`config.mk`:
```
export PLATFORM = sky130hd
export DESIGN_NAME = alarm_controller
export DESIGN_NICKNAME = d
export VERILOG_FILES = /design/src/rtl/alarm_controller.sv
export SDC_FILE = /design/constraint.sdc
export NUM_CORES = 1
export LEC_CHECK = 0
export CORE_ASPECT_RATIO = 1.2
export CORE_MARGIN = 2
export CORE_UTILIZATION = 57
export DETAILED_ROUTE_END_ITERATION = 10
export PLACE_DENSITY_LB_ADDON = 0.15
export SETUP_SLACK_MARGIN = 0.5
export SYNTH_ARGS = -nofsm -noshare
export SYNTH_HDL_FRONTEND = slang
export SYNTH_SLANG_ARGS = --single-unit
export TNS_END_PERCENT = 100
```
`constraint.sdc`:
```
create_clock -name clk -period 3.25 [get_ports clk]
set_input_delay 0.325 -clock clk [delete_from_list [all_inputs] [get_ports clk]]
set_output_delay 0.325 -clock clk [all_outputs]
set_load 0.1 [all_outputs]
```
`src/rtl/alarm_controller.sv`:
```
// Alarm clock controller: alarm time editing, arm/ring/snooze state machine,
// ring and snooze timers, and beep drive. All outputs are registered.
module alarm_controller (
    input  logic       clk,
    input  logic       rst,
    input  logic       clk_seconds,
    input  logic [5:0] cur_h,
    input  logic [5:0] cur_m,
    input  logic [5:0] cur_s,
    input  logic       set_mode,
    input  logic       btn_sel,
    input  logic       btn_inc,
    input  logic       btn_dec,
    input  logic       btn_arm,
    input  logic       btn_snooze,
    input  logic       btn_stop,
    output logic [5:0] alarm_h,
    output logic [5:0] alarm_m,
    output logic       field_sel,
    output logic       armed,
    output logic       ringing,
    output logic       snoozing,
    output logic       buzzer,
    output logic [1:0] snooze_cnt
);

    localparam int unsigned RING_SECS   = 60;
    localparam int unsigned SNOOZE_SECS = 300;
    localparam int unsigned MAX_SNOOZE  = 3;

    typedef enum logic [1:0] {
        ST_OFF     = 2'd0,
        ST_ARMED   = 2'd1,
        ST_RINGING = 2'd2,
        ST_SNOOZE  = 2'd3
    } state_t;

    state_t     r_state;
    state_t     w_next_state;

    logic       r_sec_q, r_sel_q, r_inc_q, r_dec_q, r_arm_q, r_snz_q, r_stop_q;
    logic       w_sec_edge, w_sel_p, w_inc_p, w_dec_p, w_arm_p, w_snz_p, w_stop_p;

    logic [5:0] r_alarm_h, r_alarm_m;
    logic       r_field_sel;
    logic [5:0] r_ring_timer;
    logic [8:0] r_snooze_timer;
    logic       r_phase;
    logic [1:0] r_snooze_cnt;
    logic       r_armed, r_ringing, r_snoozing, r_buzzer;

    logic       w_time_match;
    logic       w_ring_start, w_ring_tick, w_snooze_start, w_snooze_tick, w_clear_cnt;
    logic       w_edit_inc, w_edit_dec;

    // Sample the seconds clock and buttons once per clk for edge detection
    always_ff @(posedge clk or posedge rst) begin
        if (rst) begin
            r_sec_q  <= 1'b0;
            r_sel_q  <= 1'b0;
            r_inc_q  <= 1'b0;
            r_dec_q  <= 1'b0;
            r_arm_q  <= 1'b0;
            r_snz_q  <= 1'b0;
            r_stop_q <= 1'b0;
        end else begin
            r_sec_q  <= clk_seconds;
            r_sel_q  <= btn_sel;
            r_inc_q  <= btn_inc;
            r_dec_q  <= btn_dec;
            r_arm_q  <= btn_arm;
            r_snz_q  <= btn_snooze;
            r_stop_q <= btn_stop;
        end
    end

    assign w_sec_edge = clk_seconds & ~r_sec_q;
    assign w_sel_p    = btn_sel     & ~r_sel_q;
    assign w_inc_p    = btn_inc     & ~r_inc_q;
    assign w_dec_p    = btn_dec     & ~r_dec_q;
    assign w_arm_p    = btn_arm     & ~r_arm_q;
    assign w_snz_p    = btn_snooze  & ~r_snz_q;
    assign w_stop_p   = btn_stop    & ~r_stop_q;

    assign w_time_match = (cur_h == r_alarm_h) && (cur_m == r_alarm_m) && (cur_s == 6'd0);

    // Next-state decode with priority arm > stop > snooze > seconds tick
    always_comb begin
        w_next_state   = r_state;
        w_ring_start   = 1'b0;
        w_ring_tick    = 1'b0;
        w_snooze_start = 1'b0;
        w_snooze_tick  = 1'b0;
        w_clear_cnt    = 1'b0;
        case (r_state)
            ST_OFF: begin
                if (w_arm_p) w_next_state = ST_ARMED;
            end
            ST_ARMED: begin
                if (w_arm_p) begin
                    w_next_state = ST_OFF;
                end else if (w_sec_edge && !set_mode && w_time_match) begin
                    w_next_state = ST_RINGING;
                    w_ring_start = 1'b1;
                end
            end
            ST_RINGING: begin
                if (w_arm_p) begin
                    w_next_state = ST_OFF;
                    w_clear_cnt  = 1'b1;
                end else if (w_stop_p) begin
                    w_next_state = ST_ARMED;
                    w_clear_cnt  = 1'b1;
                end else if (w_snz_p && (r_snooze_cnt < 2'(MAX_SNOOZE))) begin
                    w_next_state   = ST_SNOOZE;
                    w_snooze_start = 1'b1;
                end else if (w_sec_edge) begin
                    w_ring_tick = 1'b1;
                    if (r_ring_timer == 6'(RING_SECS - 1)) begin
                        w_next_state = ST_ARMED;
                        w_clear_cnt  = 1'b1;
                    end
                end
            end
            ST_SNOOZE: begin
                if (w_arm_p) begin
                    w_next_state = ST_OFF;
                    w_clear_cnt  = 1'b1;
                end else if (w_stop_p) begin
                    w_next_state = ST_ARMED;
                    w_clear_cnt  = 1'b1;
                end else if (w_sec_edge) begin
                    w_snooze_tick = 1'b1;
                    if (r_snooze_timer <= 9'd1) begin
                        w_next_state = ST_RINGING;
                        w_ring_start = 1'b1;
                    end
                end
            end
            default: w_next_state = ST_OFF;
        endcase
    end

    // State register, timers, beep phase and registered status outputs
    always_ff @(posedge clk or posedge rst) begin
        if (rst) begin
            r_state        <= ST_OFF;
            r_ring_timer   <= 6'd0;
            r_snooze_timer <= 9'd0;
            r_phase        <= 1'b0;
            r_snooze_cnt   <= 2'd0;
            r_armed        <= 1'b0;
            r_ringing      <= 1'b0;
            r_snoozing     <= 1'b0;
            r_buzzer       <= 1'b0;
        end else begin
            r_state    <= w_next_state;
            r_armed    <= (w_next_state != ST_OFF);
            r_ringing  <= (w_next_state == ST_RINGING);
            r_snoozing <= (w_next_state == ST_SNOOZE);

            if (w_ring_start) begin
                r_ring_timer <= 6'd0;
                r_phase      <= 1'b1;
                r_buzzer     <= 1'b1;
            end else if (w_ring_tick) begin
                r_ring_timer <= r_ring_timer + 6'd1;
                r_phase      <= ~r_phase;
                r_buzzer     <= (w_next_state == ST_RINGING) & ~r_phase;
            end else begin
                r_buzzer     <= (w_next_state == ST_RINGING) & r_phase;
            end

            if (w_snooze_start) begin
                r_snooze_timer <= 9'(SNOOZE_SECS);
            end else if (w_snooze_tick) begin
                r_snooze_timer <= r_snooze_timer - 9'd1;
            end

            if (w_clear_cnt) begin
                r_snooze_cnt <= 2'd0;
            end else if (w_snooze_start) begin
                r_snooze_cnt <= r_snooze_cnt + 2'd1;
            end
        end
    end

    // Simultaneous inc and dec cancel each other
    assign w_edit_inc = set_mode & w_inc_p & ~w_dec_p;
    assign w_edit_dec = set_mode & w_dec_p & ~w_inc_p;

    // Alarm time editing in set mode, independent of the alarm state
    always_ff @(posedge clk or posedge rst) begin
        if (rst) begin
            r_alarm_h   <= 6'd0;
            r_alarm_m   <= 6'd0;
            r_field_sel <= 1'b0;
        end else begin
            if (set_mode && w_sel_p) r_field_sel <= ~r_field_sel;
            if (r_field_sel) begin
                if (w_edit_inc)      r_alarm_h <= (r_alarm_h >= 6'd23) ? 6'd0  : r_alarm_h + 6'd1;
                else if (w_edit_dec) r_alarm_h <= (r_alarm_h == 6'd0)  ? 6'd23 : r_alarm_h - 6'd1;
            end else begin
                if (w_edit_inc)      r_alarm_m <= (r_alarm_m >= 6'd59) ? 6'd0  : r_alarm_m + 6'd1;
                else if (w_edit_dec) r_alarm_m <= (r_alarm_m == 6'd0)  ? 6'd59 : r_alarm_m - 6'd1;
            end
        end
    end

    assign alarm_h    = r_alarm_h;
    assign alarm_m    = r_alarm_m;
    assign field_sel  = r_field_sel;
    assign armed      = r_armed;
    assign ringing    = r_ringing;
    assign snoozing   = r_snoozing;
    assign buzzer     = r_buzzer;
    assign snooze_cnt = r_snooze_cnt;

endmodule
```
Word-level counts from Yosys, hierarchy flattened --
Cells that the tools add are included.
Word-level totals: word-level logic and storage cells 138, register bits 44, output and inout port bits 19, input bits 28
Cells by class: bitwise operators 24, order comparisons 4, equality and inequality tests 8, muxes and demuxes 58, reduce and logical (&&, ||, !) cells 18, add/sub/neg operators 7
Operators with widths (count):
- 6-bit 2-to-1 mux | 10
- 1-bit 2-to-1 mux | 29
- 2-bit 2-to-1 mux | 14
- 6-bit by 1-bit adder with 6-bit output (second input constant) | 3
- 6-bit logical NOT | 3
- 9-bit 2-to-1 mux | 2
- 1-bit bitwise AND | 13
- 6-bit == test | 2
- 6-bit by 1-bit subtractor with 6-bit output (second input constant) | 2
- 1-bit NOT | 11
- 2-bit nonzero test | 5
- 9-bit by 1-bit less-or-equal comparator with 1-bit output (second input constant) | 1
- 9-bit by 1-bit subtractor with 9-bit output (second input constant) | 1
- 2-bit == test (second input constant) | 4
- 2-bit case mux with 4 select lines | 1
- 6-bit == test (second input constant) | 1
- 6-bit by 5-bit greater-or-equal comparator with 1-bit output (second input constant) | 1
- 6-bit greater-or-equal comparator (second input constant) | 1
- 1-bit logical AND | 6
- 1-bit case mux with 2 select lines | 2
- 2-bit AND reduction | 2
- 2-bit by 1-bit adder with 2-bit output (second input constant) | 1
- 2-bit by 1-bit == test with 1-bit output (second input constant) | 1
- 2-bit logical NOT | 1
- other kinds (2) | 2

Logic depth before layout (Yosys ltp) --
Gate-level depths: netlist of the first run.
word-level depth 11, mapped depth 8, depth with buffers taken out 7

Least setup slack after synthesis of the first run --
Ideal clock, no wire load.
path type register -> register, start point register r_alarm_h[2] (netlist: alarm_h[2]), end point register r_buzzer (netlist: buzzer), required time 3.163 ns, setup time 0.087 ns, slack 0.881 ns, arrival 2.282 ns, stages on the path, launching flop included 7, period minus slack after synthesis 2.369 ns, cells stage by stage dfrtp_1 -> buf_2 -> xnor2_1 -> nand4_1 -> nor4_4 -> a22oi_1 -> a211oi_2
On the way: word-level cells in the longest chain between the ends 11
RTL lines:
- start, declared | RTL line 44 | logic [5:0] r_alarm_h, r_alarm_m;
- start signal, assigned | RTL line 201 | if (w_edit_inc) r_alarm_h <= (r_alarm_h >= 6'd23) ? 6'd0 : r_alarm_h + 6'd1;
- start signal, assigned | RTL line 202 | else if (w_edit_dec) r_alarm_h <= (r_alarm_h == 6'd0) ? 6'd23 : r_alarm_h - 6'd1;
- 6-bit == test (*) | RTL line 85 | assign w_time_match = (cur_h == r_alarm_h) && (cur_m == r_alarm_m) && (cur_s == 6'd0);
- 1-bit logical AND (*) (2 in series) | RTL line 85
- 1-bit logical AND (*) | RTL line 102 | end else if (w_sec_edge && !set_mode && w_time_match) begin
- 2-bit 2-to-1 mux | RTL line 102
- 2-bit 2-to-1 mux | RTL line 100 | if (w_arm_p) begin
- 2-bit case mux with 4 select lines | RTL line 95 | case (r_state)
- 2-bit == test | RTL line 169, 171
- 1-bit bitwise AND (on tied branches) | RTL line 171, 169
- 1-bit 2-to-1 mux | RTL line 166 | end else if (w_ring_tick) begin
- 1-bit 2-to-1 mux (*) | RTL line 162 | if (w_ring_start) begin
- end signal, assigned | RTL line 169 | r_buzzer <= (w_next_state == ST_RINGING) & ~r_phase;
- end signal, assigned | RTL line 171 | r_buzzer <= (w_next_state == ST_RINGING) & r_phase;
- end, declared | RTL line 50 | logic r_armed, r_ringing, r_snoozing, r_buzzer;
Mark *: on every way between the ends. The rest lies on a longest branch, timed or not. A chain may end at the register's enable or synchronous reset.

Final worst setup path of the first run --
start point register r_alarm_h[5] (netlist: alarm_h[5]), end point output alarm_h[5]
RTL lines:
- end, declared | RTL line 17 | output logic [5:0] alarm_h,
No word-level cell between the ends.

==> results of run 1 <==
[stage by stage]
step	worst slack, ps	hold WS [ps]	instance area, µm²	util	power (W)
finish	906	424	3330	0.719	0.00255
global route	864	492	3330	0.719	0.00268
CTS	895	449	3330	0.719	0.00255
detailed placement	776	526	3220	0.696	0.00213
global placement	804	517	3220	0.696	0.00212
floorplan	881	356	2750	-	0.00184
[Yosys cell counts (2+ instances only)]
cell type and count:
sky130_fd_sc_hd__ha_1 10, sky130_fd_sc_hd__nor3_1 11, sky130_fd_sc_hd__o21bai_1 3, sky130_fd_sc_hd__nand3b_1 4
sky130_fd_sc_hd__xor2_1 3, sky130_fd_sc_hd__nor2_1 27, sky130_fd_sc_hd__o31ai_1 3, sky130_fd_sc_hd__o21ai_0 19
sky130_fd_sc_hd__nor2b_1 3, sky130_fd_sc_hd__nand4b_1 2, sky130_fd_sc_hd__xnor2_1 19, sky130_fd_sc_hd__buf_2 2
sky130_fd_sc_hd__and3_1 5, sky130_fd_sc_hd__a32oi_1 2, sky130_fd_sc_hd__o22ai_1 3, sky130_fd_sc_hd__nand3_1 19
sky130_fd_sc_hd__clkbuf_1 11, sky130_fd_sc_hd__or3_1 4, sky130_fd_sc_hd__dfrtp_1 44, sky130_fd_sc_hd__or3_2 3
sky130_fd_sc_hd__a211oi_1 3, sky130_fd_sc_hd__nor4_1 2, sky130_fd_sc_hd__o221ai_1 2, sky130_fd_sc_hd__nand2b_1 5
sky130_fd_sc_hd__nand4_1 5, sky130_fd_sc_hd__a21o_1 3, sky130_fd_sc_hd__a31oi_1 3, sky130_fd_sc_hd__inv_1 15
sky130_fd_sc_hd__and2_1 3, sky130_fd_sc_hd__nand2_1 15, sky130_fd_sc_hd__a21oi_1 19
[placed cells by master (no fill, tap or decap), types with 4 or more instances in the layout]
| master | n |
|---|---|
| sky130_fd_sc_hd__dfrtp_1 | 44 |
| sky130_fd_sc_hd__clkdlybuf4s50_1 | 40 |
| sky130_fd_sc_hd__nor2_1 | 27 |
| sky130_fd_sc_hd__o21ai_0 | 19 |
| sky130_fd_sc_hd__a21oi_1 | 19 |
| sky130_fd_sc_hd__nand3_1 | 19 |
| sky130_fd_sc_hd__xnor2_1 | 19 |
| sky130_fd_sc_hd__nand2_1 | 15 |
| sky130_fd_sc_hd__inv_1 | 14 |
| sky130_fd_sc_hd__nor3_1 | 11 |
| sky130_fd_sc_hd__ha_1 | 10 |
| sky130_fd_sc_hd__buf_4 | 8 |
| sky130_fd_sc_hd__nand2b_1 | 5 |
| sky130_fd_sc_hd__and3_1 | 5 |
| sky130_fd_sc_hd__nand4_1 | 5 |
| sky130_fd_sc_hd__clkbuf_8 | 5 |
| sky130_fd_sc_hd__or3_1 | 4 |
| sky130_fd_sc_hd__nand3b_1 | 4 |
[registers in the layout (all words and copies together), names as in the netlist, 2 cells and up]
register / count
r_snooze_timer: 9
r_state: 2
alarm_h: 6
r_ring_timer: 6
alarm_m: 6
snooze_cnt: 2
[layer usage]
| layer | vias to the layer above | GRT usage | wire (µm) |
|---|---|---|---|
| li1 | 1188 | - | - |
| met1 | 1153 | 0.309 | 2630 |
| met2 | 98 | 0.434 | 3100 |
| met3 | 11 | 0.0437 | 355 |
| met4 | 0 | 0.0980 | 97 |
| met5 | - | 0 | 0 |
[power by group through the flow]
stage,Combinational (W),Clock (W),Sequential [W]
6_report,0.00130,0.000419,0.000835
5_1_grt,0.00137,0.000444,0.000859
4_1_cts,0.00130,0.000422,0.000832
3_5_place_dp,0.00129,0,0.000841
3_3_place_gp,0.00128,0,0.000844
2_1_floorplan,0.000562,0,0.00128
[layout make-up]
class                   count  area (µm²)  share of cell area
clock buffers               6        72.6              0.0218
clock inverters             2        35.0              0.0105
well taps                  58        72.6              0.0218
flip-flops and latches     44        1100               0.331
multi-input cells         229        1530               0.460
repair buffers             48         460               0.138
inverters                  15        56.3              0.0169
[worst paths after layout]
path,slack [ps],cells past startpoint,from,endpoint
max reg2reg,1160,6,alarm_h[0],alarm_h[3]
max in group asynchronous,2120,3,rst,r_ring_timer[5]
max,910,1,alarm_h[5],alarm_h[5]
min reg2reg,550,2,r_snooze_timer[2],r_snooze_timer[2]
min in group clk,490,1,btn_snooze,r_snz_q
min,420,2,rst,r_state[1]
[cells by family (layout without fill, tap and decap cells)]
group / Yosys count / count (layout)
AND/OR/NAND/NOR: 118 / 118
AO/OA/AOI/OAI: 78 / 78
flip-flops: 44 / 44
buffers and inverters: 29 / 71
XOR/XNOR: 22 / 22
adder cells (fa/ha/maj): 10 / 10
multiplexers: 1 / 1
==> results, run 1 <==
- The run finished with clean final reports.
- After synthesis the netlist holds a flip-flop and latch count of 44.
- Setup repair after global routing left no endpoint under its margin.
- The measured slew at the worst slew-check pin is 986 ps.
- For this run, the register share of the synthesized area comes to 0.401.
- The power dissipated by switching net loads is 0.00131 W.
- After synthesis, the cell types taking the most area are sky130_fd_sc_hd__dfrtp_1 (40%), sky130_fd_sc_hd__xnor2_1 (6.1%), sky130_fd_sc_hd__ha_1 (4.6%), sky130_fd_sc_hd__nor2_1 (3.7%), sky130_fd_sc_hd__a21oi_1 (3.5%).
- The final weighted congestion in routability-driven placement is 0.974.
- The dominant delay contributor by cell family on the critical path is buffers and inverters.
- The area added between synthesis and finish is 21.2%.
- Of the post-synthesis cell area, the dominant cell type holds 0.401.
- Of the total synthesized cell area, the portion taken by AND, OR, NAND and NOR gates is 0.241.
- Row generation in the floorplan step produced 27 rows.
- The height of the die is 80.0 µm.
- TritonCTS built the clock tree.
- The required time of the critical path is 2920 ps.
- The critical path in this run is classified as reg -> out.
- Of the total synthesized cell area, the portion taken by full adders, half adders and majority gates is 0.0456.
- The largest net degree at the start of global routing is 27.
- The maximum fanout encountered on the critical timing path is 9.
- The share of the clock period used by the worst path after layout is 0.721.
- Counting flops with a built-in enable in the synthesized netlist gives 0.
- In the synthesized netlist the dominant register cell turns out to be sky130_fd_sc_hd__dfrtp_1.
- After synthesis, the largest family of logic cells by area is simple AND/OR/NAND/NOR gates.
- The reported leakage power is 1.40 nW.
- For this run, the top clock speed supported by timing is 0.427 GHz.
- The net count of the finished layout is 381.
- The part of the total power dissipated in the clock network is 0.164.
- The number of primary I/O pins is 47.
- Cell internal power was estimated by the tool at 0.00124 W.
- The unique cell type count in the Yosys netlist is 61.
- Traced cell by cell, the critical path runs through clkdlybuf4s50_1.
- The total of endpoints with negative setup slack in the final report is 0.
- Counting the buffers created by CTS gives 5.
- The hold violation total from the final report is 0.
- The net switching fraction of the power is 0.513.
- The number of antenna violations at the first check in global routing was 0.
- The floorplan step defined a core boundary enclosing 0.00463 mm².
- The number of antenna cells inserted is 0.
- For this run, the total global-route usage over all layers was measured as 0.252.
- The initial utilization of the core area, before any placement, comes to 0.593.
- The final routed wire length divided by cell count is 15.4 µm.
- The share of total power dissipated in combinational logic is 0.508.
- The tool flagged a number of max-cap violations equal to 0.
- The worst pin sits at a relative slew slack of 0.341.
- The startpoint type of the worst setup path is a flip-flop.
- The die covers 0.00539 mm².
- The power density over the cells is 766 mW/mm².
- The remaining routing DRC violations is 0.
- The quantity of I/O buffers inserted on ports is 46.
- In this design, the stage delay of the slowest critical-path cell is 1200 ps.
- Once detailed placement completed, the half-perimeter wirelength came to 4680 µm.
- The cell count after synthesis came out at 302.
- The cell area after synthesis is 0.00275 mm².
- The cell sitting at the root of the clock tree is a sky130_fd_sc_hd__clkbuf_8.
- Clock tree synthesis found a total of 44 sinks.
- The number of vias per cell after detailed routing is 6.09.
- The first global-routing pass estimated 10500 µm of wire.
- The peak supply drop is 0.000585 V.
- In this run, post-CTS hold repair placed 0 buffers.
- When the netlist entered floorplanning its net count stood at 340.
- The mean area per synthesized cell is 9.09 µm².
- The proportion of synthesized flip-flops having asynchronous set or reset is 1.00.
- The placed instance count is 394.
- The largest area contributor in the synthesized netlist is sky130_fd_sc_hd__dfrtp_1.
- Post-CTS repair changed the size of 0 cells.
- The count of cells in the finished layout, fillers not included, comes to 402.
- The via count of the first global-routing pass is 2324.
- The nature of the critical path endpoint is an output port.
- The total of warnings raised by yosys is 0.
- After clock tree synthesis, the setup repair step added 0 buffers.
- The setup TNS after final layout is 0 ps.
- The latest clock arrival within the worst-skew pair is 300 ps.
- The portion of total power attributed to sequential cells is 0.328.
- Counting along the longest clock path gives a buffer depth of 2.
- The maximum level of the CTS H-tree is 2.
- In the final layout, the share of cells above drive strength 1 is 0.0785.
- After filler insertion, the fill cell instance count of the layout stands at 363.
- The first routing iteration left 180 violations.
- The buffering stage count on the worst path with inverters included is 1.
- After synthesis, the share of cell area in mux cells is 0.00364.
- The compound-cell area share of the yosys netlist is 0.196.
- The count of antenna-violating nets left after detailed routing is 0.
- The max-slew violation count is 0.
- Detailed routing inserted a total of 2450 vias.
- The detailed-router iteration count before antenna repair is 4.
- After clock tree synthesis, the clock-pin slew on the worst setup and hold paths is 90 ps.
- In this run the worst hold path is classified as in -> async.
- The slowest cell on the critical path is sky130_fd_sc_hd__clkdlybuf4s50_1.
- The worst path needs 2340 ps of the cycle, external delays included.
- The post-route clock skew is 8.96 ps.
- The area share of xor/xnor cells in the synthesized design is 0.0702.
- The aggregate global routing overflow is 0.
- The floorplan step set the die width to 67.4 µm.
- The wire length after detailed routing is 6180 µm.
- STA puts the critical path data arrival time at 2020 ps.
Power figures use the tool's default switching activity.
==> inputs of run 2 (changes only) <==
Settings changed: CORE_UTILIZATION 57 to 48.
Clock period 3.25 ns to 1.9 ns, I/O delays scaled along.
==> run 2 against run 1 <==
Effect of this change:
- final cell count grew 18%
- sequential share of layout area decreased by 7.2 points
- power is 110% higher
- largest cell class unchanged
==> results, run 2 (synthesized netlist as in run 1, its figures left out) <==
- The number of vias per cell after detailed routing came to 5.93 (-2.8%).
- The height of the die is 86.9 µm (+8.5%).
- The dominant delay contributor by cell family on the critical path is simple AND/OR/NAND/NOR gates.
- The final routed wire length divided by cell count is 17.2 µm (+12%).
- The fraction of layout cells with a size suffix above 1 was 0.493 (+0.414).
- The global router's overall resource usage came to 0.253 (+0.000864).
- The measured slew at the worst slew-check pin is 526 ps (-460 ps).
- The number of CTS-inserted buffers is 5 (unchanged).
- The total number of clock tree sinks came to 44 (unchanged).
- The initial standard-cell utilization of the core is 0.491 (-0.102).
- The number of nets in the final layout is 449 (+18%).
- The cell count along the critical path was 5 (+4).
- The placeable core region came to 0.00559 mm² (+21%).
- The nature of the critical path endpoint is a flip-flop.
- The total of endpoints with negative setup slack in the final report is 0 (unchanged).
- Walking the worst path, the cells encountered are or4_4 -> nand4bb_4 -> o311ai_4 -> o211a_1 -> o21ai_1.
- The data arrival time of the worst path came to 2030 ps (about the same).
- The reported leakage power is 1.87 nW (+34%).
- The peak supply drop is 0.000767 V (+31%).
- The die boundary width is 73.1 µm (+8.4%).
- The maximum level of the CTS H-tree was 2 (unchanged).
- The endpoint of the most critical register-to-register path is armed.
- The non-filler instance count after layout is 476 (+18%).
- The most common library cell in the layout ignoring fill and taps is sky130_fd_sc_hd__buf_4.
- The number of antenna violations at the first check in global routing came to 0 (unchanged).
- The placed instance count came to 440 (+12%).
- The quantity of I/O buffers inserted on ports is 46 (unchanged).
- Static timing analysis puts the maximum clock frequency at 0.536 GHz.
- The clock transition at the register clock pins on the worst setup and hold paths after CTS came to 80 ps (about the same).
- Setup repair after global routing could not meet its margin everywhere.
- The min-delay analysis places its worst path in the category in -> reg.
- The setup TNS after final layout is 0 ps (unchanged).
- The worst relative slew slack is 0.649 (+0.309).
- The buffering stage count on the worst path with inverters included is 0 (-1).
- The critical path capture point is armed.
- In the layout the commonest cells are sky130_fd_sc_hd__buf_4 (68), sky130_fd_sc_hd__dfrtp_1 (29), sky130_fd_sc_hd__clkdlybuf4s50_1 (25), sky130_fd_sc_hd__nor2_1 (23), sky130_fd_sc_hd__buf_6 (18).
- For the finished layout, the period the worst path requires is 1870 ps.
- The detailed router's first-iteration violation count came to 231 (+28%).
- The via count was 2821 (+15%).
- The clock tree from TritonCTS is done.
- The worst setup slack after placement is -204 ps (-980 ps).
- The largest incremental delay on the critical path is 550 ps (-650 ps).
- The worst path setup slack after routing is 34.5 ps (-871 ps).
- The count of antenna-violating nets left after detailed routing is 0 (unchanged).
- The run finished with clean final reports.
- The hold violation total from the final report is 0 (unchanged).
- The maximum fanout encountered on the critical timing path is 3 (-6).
- The number of core rows is 30 (+11%).
- The power density over the cells is 1200 mW/mm² (+57%).
- Among all stages on the critical path, the largest delay is contributed by sky130_fd_sc_hd__or4_4.
- The remaining routing DRC violations is 0 (unchanged).
- The final weighted congestion in routability-driven placement was 0.834 (-14%).
- The number of antenna cells inserted is 0 (unchanged).
- The utilization of the core after routing is 0.799 (+0.0800).
- The flip-flop count of the largest register, all copies and words added was 9 (unchanged).
- The path type of the worst setup path is reg -> reg.
- The critical path starts at r_snooze_timer[3].
- The number of maximum-capacitance violations was 0 (unchanged).
- The latest clock arrival within the worst-skew pair is 290 ps (about the same).
- The largest buffer count on any clock path is 2 (unchanged).
- The register with the highest flop count is r_snooze_timer.
- The required time of the critical path is 2070 ps (-850 ps).
- The wire length after detailed routing is 8160 µm (+32%).
- The overall die area is 0.00635 mm² (+18%).
- The largest net degree at the start of global routing is 45 (+67%).
- The detailed-router iteration count before antenna repair came to 5 (+1).
- The via count of the first global-routing pass is 2808 (+21%).
- The cell at the root of the clock tree is sky130_fd_sc_hd__clkbuf_8.
- The sum of net half-perimeters after detailed placement came to 5450 µm (+16%).
- The max-slew violation count is 0 (unchanged).
- The startpoint type of the worst setup path is a flip-flop.
- The aggregate global routing overflow was 0 (unchanged).
- Relative to the synthesized area, the layout overhead comes to 62.7%.
- The number of primary I/O pins is 47 (unchanged).
- The count of cells along the worst register-to-register path was 5 (-1).
- The worst reg-to-reg setup slack was 30 ps (-1130 ps).
- The post-route clock skew is 11.9 ps (+2.92 ps).
- The startpoint of the most critical register-to-register path is r_snooze_timer[3].
- The share of the clock period used by the worst path after layout is 0.982.
- The global-route wire length before repair is 12500 µm (+20%).
-- run 2: where the power goes --
part | total (W) | internal, W | switching (W) | leakage, nW
clock network | 0.000612 | 0.000291 | 0.000322 | 0.0510
registers | 0.00143 | 0.00116 | 0.000268 | 0.550
logic | 0.00333 | 0.00125 | 0.00208 | 1.27
-- run 2: area by class of cell --
| class | instances | area, µm² |
|---|---|---|
| multi-input combinational | 229 | 2040 |
| sequential | 44 | 1150 |
| fill | 334 | 1120 |
| timing repair buffer | 116 | 1040 |
| clock buffer | 6 | 82.6 |
| tap | 64 | 80.1 |
| inverter | 15 | 66.3 |
| clock inverter | 2 | 10.0 |
-- run 2: layer usage --
layer  track usage  part of all wire
met3        0.0451             0.056
met5             0                 0
met1         0.303              0.39
met4        0.0960             0.025
met2         0.446              0.53
-- run 2: worst min-delay path by stage --
| stage | from | endpoint | slack [ps] | cells past startpoint |
|---|---|---|---|---|
| 3_5_place_dp | field_sel | field_sel | 510 | 1 |
| 4_1_cts | clk_seconds | r_sec_q | 180 | 1 |
| 3_3_place_gp | field_sel | field_sel | 510 | 1 |
| 6_report | clk_seconds | r_sec_q | 190 | 1 |
| 5_1_grt | clk_seconds | r_sec_q | 190 | 1 |
| 2_1_floorplan | btn_arm | r_arm_q | 220 | 0 |
-- run 2: what timing repair did --
action / CTS / global route
hold buffers: 0 / 0
buffers inserted: 19 / 9
resized for setup: 40 / 53
pin swaps: 30 / 25
cloned: 0 / 0
setup endpoints to repair: 40 / 40
-- run 2: per-stage QoR --
step | area [µm²] | hold slack, ps | power [W]
6_report | 4470 | 186 | 0.00537
5_1_grt | 4470 | 188 | 0.00563
4_1_cts | 4170 | 180 | 0.00507
3_5_place_dp | 3780 | 507 | 0.00412
3_3_place_gp | 3780 | 506 | 0.00408
2_1_floorplan | 3100 | 221 | 0.00360
-- run 2: worst reg2reg max path, cell delays in order (launching register included) --
cell	delay (ps)
sky130_fd_sc_hd__dfrtp_1	380
sky130_fd_sc_hd__or4_4	550
sky130_fd_sc_hd__nand4bb_4	240
sky130_fd_sc_hd__o311ai_4	270
sky130_fd_sc_hd__o211a_1	240
sky130_fd_sc_hd__o21ai_1	60
